### src/rtl/branch_update_tracker.sv
// Tracks dispatched conditional branches in program order and, once each is resolved and
// committed, emits in-order direction updates to the fetch-stage branch predictor.
module branch_update_tracker #(
  parameter int DEPTH     = 16,
  parameter int IDX_W     = 4,
  parameter int FETCHID_W = 4,
  parameter int OFFS_W    = 3,
  parameter int TAG_W     = 7
) (
  input  logic                 clk,
  input  logic                 rst,
  input  logic                 IN_alloc_valid,
  input  logic [FETCHID_W-1:0] IN_alloc_fetchID,
  input  logic [OFFS_W-1:0]    IN_alloc_offs,
  input  logic [TAG_W-1:0]     IN_alloc_tag,
  output logic [IDX_W-1:0]     OUT_alloc_idx,
  output logic                 OUT_full,
  input  logic                 IN_res_valid,
  input  logic [IDX_W-1:0]     IN_res_idx,
  input  logic                 IN_res_taken,
  input  logic [TAG_W-1:0]     IN_comSqN,
  input  logic                 IN_flush_valid,
  input  logic [TAG_W-1:0]     IN_flush_tag,
  output logic                 OUT_upd_valid,
  output logic [FETCHID_W-1:0] OUT_upd_fetchID,
  output logic [OFFS_W-1:0]    OUT_upd_offs,
  output logic                 OUT_upd_taken,
  input  logic                 IN_upd_ready,
  output logic [IDX_W:0]       OUT_count
);

  logic [IDX_W:0]          r_head;
  logic [IDX_W:0]          r_tail;
  logic [DEPTH-1:0]        r_valid;
  logic [DEPTH-1:0]        r_resolved;
  logic [DEPTH-1:0]        r_taken;
  logic [FETCHID_W-1:0]    r_fid  [DEPTH];
  logic [OFFS_W-1:0]       r_offs [DEPTH];
  logic [TAG_W-1:0]        r_tag  [DEPTH];

  logic                    r_upd_vld_p1;
  logic [FETCHID_W-1:0]    r_upd_fid_p1;
  logic [OFFS_W-1:0]       r_upd_offs_p1;
  logic                    r_upd_taken_p1;

  logic [IDX_W:0]          w_count;
  logic                    w_full;
  logic [IDX_W-1:0]        w_hidx;
  logic [IDX_W-1:0]        w_tidx;
  logic [IDX_W-1:0]        w_off [DEPTH];
  logic [DEPTH-1:0]        w_inflight;
  logic [DEPTH-1:0]        w_kill;
  logic                    w_flush_hit;
  logic [IDX_W-1:0]        w_flush_off;
  logic [IDX_W:0]          w_new_tail;
  logic                    w_emit;
  logic                    w_alloc;
  logic                    w_res_ok;

  // Wrapping tag order: a is older than b when the TAG_W-bit difference is negative.
  function automatic logic tag_older(input logic [TAG_W-1:0] a, input logic [TAG_W-1:0] b);
    logic [TAG_W-1:0] d;
    d = a - b;
    return d[TAG_W-1];
  endfunction

  function automatic logic tag_younger(input logic [TAG_W-1:0] a, input logic [TAG_W-1:0] b);
    logic [TAG_W-1:0] d;
    d = a - b;
    return !d[TAG_W-1] && (d != '0);
  endfunction

  assign w_count       = r_tail - r_head;
  assign w_full        = (w_count == (IDX_W+1)'(DEPTH));
  assign w_hidx        = r_head[IDX_W-1:0];
  assign w_tidx        = r_tail[IDX_W-1:0];
  assign OUT_alloc_idx = w_tidx;
  assign OUT_full      = w_full;
  assign OUT_count     = w_count;

  // Program-order distance of each slot from head; slots below count are in flight.
  for (genvar j = 0; j < DEPTH; j++) begin : g_slot
    assign w_off[j]      = IDX_W'(j) - w_hidx;
    assign w_inflight[j] = ({1'b0, w_off[j]} < w_count);
    assign w_kill[j]     = IN_flush_valid && w_flush_hit && w_inflight[j] &&
                           (w_off[j] >= w_flush_off);
  end

  always_comb begin
    w_flush_hit = 1'b0;
    w_flush_off = '0;
    for (int j = 0; j < DEPTH; j++) begin
      if (r_valid[j] && w_inflight[j] && tag_younger(r_tag[j], IN_flush_tag) &&
          (!w_flush_hit || (w_off[j] < w_flush_off))) begin
        w_flush_hit = 1'b1;
        w_flush_off = w_off[j];
      end
    end
  end

  assign w_new_tail = r_head + {1'b0, w_flush_off};
  assign w_alloc    = IN_alloc_valid && !w_full && !IN_flush_valid;
  assign w_res_ok   = IN_res_valid && r_valid[IN_res_idx] && !w_kill[IN_res_idx];
  assign w_emit     = r_valid[w_hidx] && r_resolved[w_hidx] && !w_kill[w_hidx] &&
                      tag_older(r_tag[w_hidx], IN_comSqN) &&
                      (!r_upd_vld_p1 || IN_upd_ready);

  always_ff @(posedge clk) begin
    if (rst) begin
      r_head       <= '0;
      r_tail       <= '0;
      r_valid      <= '0;
      r_resolved   <= '0;
      r_upd_vld_p1 <= 1'b0;
    end else begin
      if (IN_flush_valid && w_flush_hit)
        r_tail <= w_new_tail;
      else if (w_alloc)
        r_tail <= r_tail + 1'b1;
      if (w_emit)
        r_head <= r_head + 1'b1;
      for (int j = 0; j < DEPTH; j++)
        if (w_kill[j]) r_valid[j] <= 1'b0;
      if (w_emit)
        r_valid[w_hidx] <= 1'b0;
      if (w_alloc) begin
        r_valid[w_tidx]    <= 1'b1;
        r_resolved[w_tidx] <= 1'b0;
      end
      if (w_res_ok)
        r_resolved[IN_res_idx] <= 1'b1;
      if (w_emit)
        r_upd_vld_p1 <= 1'b1;
      else if (IN_upd_ready)
        r_upd_vld_p1 <= 1'b0;
    end
  end

  // Stage p1: entry payload and the registered update toward the predictor.
  always_ff @(posedge clk) begin
    if (w_alloc) begin
      r_fid[w_tidx]  <= IN_alloc_fetchID;
      r_offs[w_tidx] <= IN_alloc_offs;
      r_tag[w_tidx]  <= IN_alloc_tag;
    end
    if (w_res_ok)
      r_taken[IN_res_idx] <= IN_res_taken;
    if (w_emit) begin
      r_upd_fid_p1   <= r_fid[w_hidx];
      r_upd_offs_p1  <= r_offs[w_hidx];
      r_upd_taken_p1 <= r_taken[w_hidx];
    end
  end

  assign OUT_upd_valid   = r_upd_vld_p1;
  assign OUT_upd_fetchID = r_upd_fid_p1;
  assign OUT_upd_offs    = r_upd_offs_p1;
  assign OUT_upd_taken   = r_upd_taken_p1;

endmodule

### config.mk
export PLATFORM = sky130hd
export DESIGN_NAME = branch_update_tracker
export DESIGN_NICKNAME = d
export VERILOG_FILES = /design/src/rtl/branch_update_tracker.sv
export SDC_FILE = /design/constraint.sdc
export NUM_CORES = 1
export LEC_CHECK = 0
export ABC_AREA = 1
export CORE_MARGIN = 1
export CORE_UTILIZATION = 30
export CTS_CLUSTER_DIAMETER = 60
export DETAILED_ROUTE_END_ITERATION = 8
export PLACE_DENSITY_LB_ADDON = 0.05
export SLEW_MARGIN = 20
export SYNTH_ARGS = -nofsm -noshare
export SYNTH_HDL_FRONTEND = slang
export SYNTH_SLANG_ARGS = --single-unit
### constraint.sdc
create_clock -name clk -period 33.8 [get_ports clk]
set_clock_uncertainty 0.05 [all_clocks]
set_input_delay 10.14 -clock clk [delete_from_list [all_inputs] [get_ports clk]]
set_output_delay 10.14 -clock clk [all_outputs]
set_load 0.02 [all_outputs]
After elaboration in Yosys (flattened, before gate mapping)
Memories as Yosys holds them, arrays and structs flattened. A register that Yosys moved wholly into a read port is not among the register bits.
Index checks and enable logic that the tools add are counted.
Word-level totals
  word-level logic and storage cells: 381
  bits in writable memories: 224
  output and inout port bits: 19
  memories: 3
  flip-flop bits (word level): 60
  bits of input ports: 39
Memories
  r_tag: depth 16, width 7, read ports 17, clocked after Yosys merged registers in 1, wr ports 1, RTL line 39  | logic [TAG_W-1:0] r_tag [DEPTH];
  r_fid: depth 16, width 4, read ports 1, clocked after Yosys merged registers in 1, wr ports 1, RTL line 37  | logic [FETCHID_W-1:0] r_fid [DEPTH];
  r_offs: depth 16, width 3, read ports 1, clocked after Yosys merged registers in 1, wr ports 1, RTL line 38  | logic [OFFS_W-1:0] r_offs [DEPTH];
Cells by class
  order comparisons: 53
  muxes and demuxes: 97
  $add $sub $neg: 37
  eq/ne operators: 1
  bitwise gates (word level): 6
  reduce and logical (&&, ||, !) cells: 177
Operators with widths (count)
  subtractor 7 bit: 17
  nonzero test 7 bit: 16
  logical AND 1 bit: 107
  2-to-1 mux 16 bit: 6
  less-than comparator 4 x 5 -> 1 bit: 16
  2-to-1 mux 4 bit: 18
  >= comparator 4 bit: 16
  2-to-1 mux 1 bit: 61
  less-than comparator 4 bit: 15
  logical NOT 1 bit: 36
  AND 16 bit: 2
  NOT 16 bit: 2
  OR 16 bit: 2
  subtractor 4 bit, first input constant: 8
  binary-select mux 1 bit (select 4 bit): 6
  bitwise mux 16 bit: 1
  logical OR 1 bit: 16
  subtractor 3 x 4 -> 4 bit, first input constant: 4
  less-than comparator 4 x 5 -> 1 bit, second input constant: 3
  demux 1 bit (select 4 bit): 3
  >= comparator 4 x 1 -> 1 bit, second input constant: 3
  adder 5 x 1 -> 5 bit, second input constant: 2
  2-to-1 mux 5 bit: 2
  subtractor 1 x 4 -> 4 bit, first input constant: 2
  5 further kinds: 7

Longest topological paths before layout
Gate-level depths: netlist of run 1.
  word-level depth: 78
  depth in mapped cells: 177
  depth with buffers taken out: 173

Worst setup path after synthesis of run 1
OpenSTA, ideal clock, no wires.
  path kind: in2reg
  start: input port IN_flush_tag[1]
  end: register r_taken[11], enable pin
  buffers on the path: 1
  cell stages on the path: 130
  arrival time: 26.367 ns
  required time: 33.460 ns
  library setup time: 0.290 ns
  path slack: 7.093 ns
  path through: inv_1 > fa_1 > nand2_1 > inv_1 > nor2_1 > nor2_1 > nand3_1 > nor2_1 > nand2_1 > nand3_1 > nor2_4 > inv_1 > nor2_1 > inv_1 > ha_1 > nand2_1 > inv_1 > nand2_1 > [94 not listed] > nand2_1 > nand2_1 > nand2_2 > nand2_2 > o21ai_0 > ha_1 > a21oi_1 > inv_1 > a21oi_1 > nor2_1 > nand2_1 > o22ai_1 > a21oi_1 > o21ai_1 > a21oi_4 > buf_6 > nand3_4 > inv_1
On the way
  longest elaborated chain between the ends: 72
  elaborated cells on any way between the ends: 225
  those cells by class: add/sub (16); order compare (31); mux (34); reduce/logical (144)
Ends and longest elaborated chain
  start: declaration: RTL line 23  | input logic [TAG_W-1:0] IN_flush_tag,
  parallel branches: the longest is 68 deep, another holds subtractor 7 bit
  binary-select mux 1 bit (select 4 bit) (*): RTL line 103  | assign w_res_ok = IN_res_valid && r_valid[IN_res_idx] && !w_kill[IN_res_idx];
  2-to-1 mux 1 bit (implied by the code) (*): RTL line 103
  logical NOT 1 bit (*): RTL line 103
  logical AND 1 bit (*): RTL line 103
  end signal: indexed assignment: RTL line 147  | r_taken[IN_res_idx] <= IN_res_taken;
  end: declaration: RTL line 36  | logic [DEPTH-1:0] r_taken;
Mark *: on every way between the ends. The select of a mux whose other input is x is not followed.
A chain may end at the register's enable or synchronous reset.

Worst setup path after layout of run 1
  start: input port IN_flush_tag[1]
  end: register r_head[2]
On the way
  longest elaborated chain between the ends: 74
  elaborated cells on any way between the ends: 227
  those cells by class: add/sub (16); order compare (31); mux (34); reduce/logical (146)
Ends and longest elaborated chain
  parallel branches: the longest is 68 deep, another holds subtractor 7 bit
  binary-select mux 1 bit (select 4 bit) (*): RTL line 104  | assign w_emit = r_valid[w_hidx] && r_resolved[w_hidx] && !w_kill[w_hidx] &&
  2-to-1 mux 1 bit (implied by the code) (*): RTL line 104
  logical NOT 1 bit (*): RTL line 104
  logical AND 1 bit (*) (2 in a row): RTL line 104
  logical AND 1 bit (*): RTL line 105  | tag_older(r_tag[w_hidx], IN_comSqN) &&
  net w_emit: RTL line 56  | logic w_emit;
  end signal: assignment: RTL line 121  | r_head <= r_head + 1'b1;
  end: declaration: RTL line 32  | logic [IDX_W:0] r_head;
Mark *: on every way through the listed nets, which the timed path passes. The select of a mux whose other input is x is not followed.

==> results.md, run 1 <==
- Status: finished clean
- Post-synth top area share: 35.5%
- Core area: 68800 sq um
- Mean Syn Cell Area: 8.70 sq um
- Max frequency: 32.6 MHz
- Slowest stage delay, CP: 560 ps
- Setup_tns: 0 ps
- Syn nets: 2675
- CTS root buffer: clkbuf_16
- DRT antenna net count: 0
- Number of flops mapped to enable cells by yosys: 248
- Cell mode on critical path: nand2_1
- Worst skew pair latency: 580 ps
- Final layout net count: 2722
- Final max-slew violation count: 0
- Initial antenna violation count: 0
- CTS buffer count: 40
- Synth top area cells: edfxtp_1 36%, ha_1 12%, nand2_1 7.8%
- Post-synthesis register bit count: 295
- Filler cells: 7096
- Worst-margin pin slew: 1140 ps
- WP data required: 34220 ps
- Max-slew headroom: 23.8%
- Initial DRC count: 1225
- Dpl ws: 2530 ps
- Crit start category: input pin
- Setup crit end kind: flop
- CP max-delay cell: ha_1
- Area Overhead vs Synth: 13.6%
- Worst Reg2Reg Path Length in Cells: 141
- Routed wire length per instance: 22.5 um
- Initial core utilization: 30.5%
- Cell Area, Synth: 21000 sq um
- Vias per inst: 5.03
- Stages on worst setup path: 143
- Top Family by Delay on Critical Path: simple AND/OR/NAND/NOR gates
- HPWL after detailed placement: 53.8 mm
- Primary FF master, synth: edfxtp_1
- Total track usage: 21.8%
- Worst VDD drop: 0.0366 mV
- Final Hold Viols: 0
- Core Rows: 96
- Buf/Inv on CP: 16
- Total grt overflow: 0
- Async SR Flop Fraction: 0%
- Final WS setup: 3090 ps
- Mapped Cells: 2411
- Sequential share of the synthesized area: 40.0%
- Postcts setup bufs: 0
- Final GP Congestion: 0.843
- WL final: 76.8 mm
- WP data arrival: 31130 ps
- Port bufs: 57
- Die Y: 266 um
- Die area: 71000 sq um
- Pin count of the biggest net entering global routing: 63
- Min Hold Slack: 421 ps
- Share of post-route cells with drive strength above 1: 9.24%
- Cell taking the most area after synthesis: edfxtp_1
- Global-route wire length before repair: 114 mm
- Post-CTS sizing: 0
- Count leader, synth: nand2_1
- H-tree depth: 2
- Fin crit period: 30710 ps
- CTS Buffer Depth: 3
- MaxCap Viol Count: 0
- Leakage: 0.00974 uW
- Worst Hold Class: flop to flop
- Commonest cells in the netlist: 434 x nand2_1, 279 x inv_1, 248 x edfxtp_1
- CTS tree: built
- Die X: 266 um
- Yosys warning count: 0
- Residual DRC count: 0
- Vias in the first global route: 17400
- Detailed-route via count: 17200
- RSZ-0062 raised after global routing: no
- Count of different cell masters after synthesis: 60
- Critical setup path kind: input pin to flop
- Detailed Routing Iterations Pass 1: 5
- Hold Path Depth: 2
- Clock sink count: 295
- Post-CTS Hold Fix Bufs: 0
- IO Pins: 58
- PwrDens: 38.4 nW/um^2
- Worst-path clk slew: 60 ps
- Endpoints failing setup: 0
- Share of the clock period used by the worst path: 90.9%
- Crit-path max FO: 19
## area by class of cell
type                       count  area (sq um)  share of cell area (%)
multi-input combinational   1742         11100                    46.5
sequential                   295          8400                    35.3
tap                          931          1160                    4.89
inverter                     291          1090                    4.59
clock buffer                  49          1030                    4.34
timing repair buffer          88           798                    3.35
clock inverter                23           248                    1.04
antenna                        1          2.50                  0.0105
## power breakdown
group          internal, uW  switching [uW]
Combinational          32.2            62.5
Sequential              397            2.18
Clock                   244             177
Total                   674             241
## kinds of logic after synthesis
kind of cell | count (synthesis) | synth area share, %
AO/OA/AOI/OAI | 551 | 15.1
XOR/XNOR | 89 | 3.91
adder cells (fa/ha/maj) | 227 | 14.2
buffers and inverters | 374 | 7.37
flip-flops | 295 | 40.0
multiplexers | 20 | 0.954
AND/OR/NAND/NOR | 855 | 18.6
## per-layer routing
metal	GRT usage (%)	vias up	wire, um
li1	-	8384	-
met1	29.7	8415	36000
met2	36.5	342	36100
met3	2.77	77	3160
met4	5.16	0	1580
met5	0	-	0
## state kept, by name (all words and copies together), names as in the netlist, named ones only
name,cells
OUT_upd_fetchID,4
OUT_upd_offs,3
OUT_upd_taken,1
OUT_upd_valid,1
r_fid,64
r_head,5
r_offs,48
r_resolved,16
r_tag,112
r_tail,5
r_taken,16
r_valid,16
## worst paths after layout
kind	from	endpoint	slack [ps]
worst min register to register	r_resolved[12]	r_resolved[12]	420
worst max register to register	r_head[1]	r_head[2]	12410
worst max-delay path	IN_flush_tag[1]	r_head[2]	3090
worst min-delay path	r_resolved[12]	r_resolved[12]	420
## worst min-delay path, delay by kind of cell, from the launching register on
kind,cells,cell delay [ps]
compound gates,1,60
flops,1,310
simple gates,1,60
## cell usage in the layout (no fill, tap or decap), drive strengths merged, types with 7 or more instances in the layout
cell,synthesis,final
nand2,476,476
inv,287,291
edfxtp,248,248
o21ai,218,218
a21oi,216,216
ha,207,207
nor2,194,194
nand3,129,129
xor2,64,64
clkdlybuf4s50,0,56
clkbuf,44,49
dfxtp,47,47
o211ai,32,32
buf,35,32
o221ai,28,28
xnor2,25,25
mux2i,20,20
o22ai,18,18
fa,18,18
or2,17,17
clkinv,4,16
nand4,15,15
nor3,11,11
a31oi,9,9
nor4,7,7
## metrics by stage
stage	std cells	power (uW)	util, %	cell area, sq um
after floorplan	2411	464	-	21000
after global placement	3347	501	32.7	22500
after detailed placement	3347	502	32.7	22500
after CTS	3419	925	34.6	23800
after global routing	3419	950	34.6	23800
final	3420	915	34.6	23800
(Power assumes the default switching activity.)
==> run 2, diff against run 1 <==
--- a/config.mk
+++ b/config.mk
@@ -7,7 +7,7 @@
 export LEC_CHECK = 0
 export ABC_AREA = 1
 export CORE_MARGIN = 1
-export CORE_UTILIZATION = 30
+export CORE_UTILIZATION = 63
 export CTS_CLUSTER_DIAMETER = 60
 export DETAILED_ROUTE_END_ITERATION = 8
 export PLACE_DENSITY_LB_ADDON = 0.05
==> run 2 against run 1 <==
  * Setup slack better by 570 ps
  * Wire length fell by 18%
  * Core utilization increased by 36 points
  * Via count is 3.6% higher
  * Worst hold slack lost 2.5 ps
  * Critical endpoint unchanged
  * Non-clock buffer count is 7 lower
  * Cell area down 3.7%
  * Largest power group is now registers
  * Critical path type unchanged
  * Count of clock-buffer cells in the layout decreased by 3
  * Global-route usage up 16 points
  * Critical path depth is 8 lower
  * Sequential power hardly changed
==> results.md, run 2 (synthesized netlist as in run 1, its figures left out) <==
- Status: finished clean
- Routed wire length per instance: 21.5 um
- Inserted Diodes: 0
- Largest regs: r_tag: 112 flops, r_fid: 64 flops, r_offs: 48 flops
- Worst skew pair latency: 540 ps
- Port bufs: 57
- Setup_tns: 0 ps
- H-tree depth: 2
- CP max-delay cell: inv_1
- Fin crit period: 30140 ps
- MaxCap Viol Count: 0
- IO Pins: 58
- Slowest stage delay, CP: 690 ps
- Worst Hold Class: flop to flop
- Post-CTS sizing: 0
- Detailed Routing Iterations Pass 1: 6
- Share of the clock period used by the worst path: 89.2%
- Die area: 34000 sq um
- Initial DRC count: 1893
- Pin count of the biggest net entering global routing: 93
- CTS tree: built
- DRT antenna net count: 0
- Filler cells: 2576
- Overall power: 860 uW
- PwrDens: 37.5 nW/um^2
- Endpoints failing setup: 0
- Min Hold Slack: 419 ps
- Residual DRC count: 0
- WP data arrival: 30530 ps
- CTS Buffer Depth: 3
- HPWL after detailed placement: 43.7 mm
- Vias per inst: 6.12
- Max-slew headroom: 23.4%
- Cell mode on critical path: nand2_1
- Clock sink count: 295
- Initial core utilization: 64.3%
- Postcts setup bufs: 0
- Setup crit end kind: flop
- Final Hold Viols: 0
- Largest Register: r_tag
- Core area: 32600 sq um
- Final GP Congestion: 0.988
- Placed cell area: 21800 sq um
- Leakage: 0.00962 uW
- Die X: 184 um
- Worst-margin pin slew: 1140 ps
- Final layout net count: 2710
- Worst VDD drop: 0.0455 mV
- Core Rows: 66
- Total track usage: 37.5%
- Final max-slew violation count: 0
- Commonest cells after routing, fill and taps aside: 434 x nand2_1, 278 x inv_1, 248 x edfxtp_1
- Detailed-route via count: 17800
- WL final: 62.8 mm
- Max frequency: 33.2 MHz
- Global-route wire length before repair: 96.0 mm
- Die Y: 184 um
- CTS buffer count: 35
- Post-CTS Hold Fix Bufs: 0
- Crit start category: input pin
- Worst-path clk slew: 60 ps
- Vias in the first global route: 17300
- RSZ-0062 raised after global routing: no
- CTS root buffer: clkbuf_16
- Max reg flops: 112
- Crit-path max FO: 19
- Share of post-route cells with drive strength above 1: 8.38%
- Initial antenna violation count: 0
- Critical setup path kind: input pin to flop
- Area Overhead vs Synth: 9.40%
- Total grt overflow: 0
- Fin util: 70.3%
- Fin area: 22900 sq um
- Commonest non-fill, non-tap cell in the layout: nand2_1
- WP data required: 34190 ps
-- run 2: routing by layer --
layer / share of wire, % / track usage (%) / vias up
met4: 4.4 / 16.5 / 0
met3: 9.7 / 6.60 / 184
met2: 46 / 60.3 / 920
met1: 40 / 49.7 / 8383
li1: - / - / 8348
met5: 0 / 0 / -
-- run 2: worst paths after layout --
path	start	end	slack, ps	cells past startpoint
setup reg to reg	r_head[0]	r_head[2]	11970	138
hold / removal	r_resolved[4]	r_resolved[4]	420	2
setup / recovery	IN_flush_tag[4]	r_head[2]	3660	135
hold reg to reg	r_resolved[4]	r_resolved[4]	420	2
-- run 2: per-stage QoR --
| step | instances | worst slack, ps |
|---|---|---|
| 2_1_floorplan | 2411 | 7090 |
| 3_3_place_gp | 2851 | 4470 |
| 3_5_place_dp | 2851 | 3400 |
| 4_1_cts | 2913 | 3910 |
| 5_1_grt | 2913 | 1670 |
| 6_report | 2913 | 3660 |
-- run 2: cell type report --
class,count,area (sq um),area share (%)
inverters,291,1090,4.76
flip-flops and latches,295,8400,36.6
multi-input cells,1742,11100,48.2
repair buffers,81,746,3.25
clock buffers,46,917,4.00
clock inverters,16,185,0.807
well taps,442,553,2.41
-- run 2: power breakdown --
group	switching, uW	total (uW)	internal [uW]
registers	2.22	399	397
clock network	153	369	216
logic	59.6	91.6	32.0
total	215	860	645
-- run 2: critical path: cells and delay by family --
kind	cells	cell delay [ps]
buffers and inverters	12	2300
AO/OA/AOI/OAI	27	6240
AND/OR/NAND/NOR	79	6490
adder cells (fa/ha/maj)	17	5310
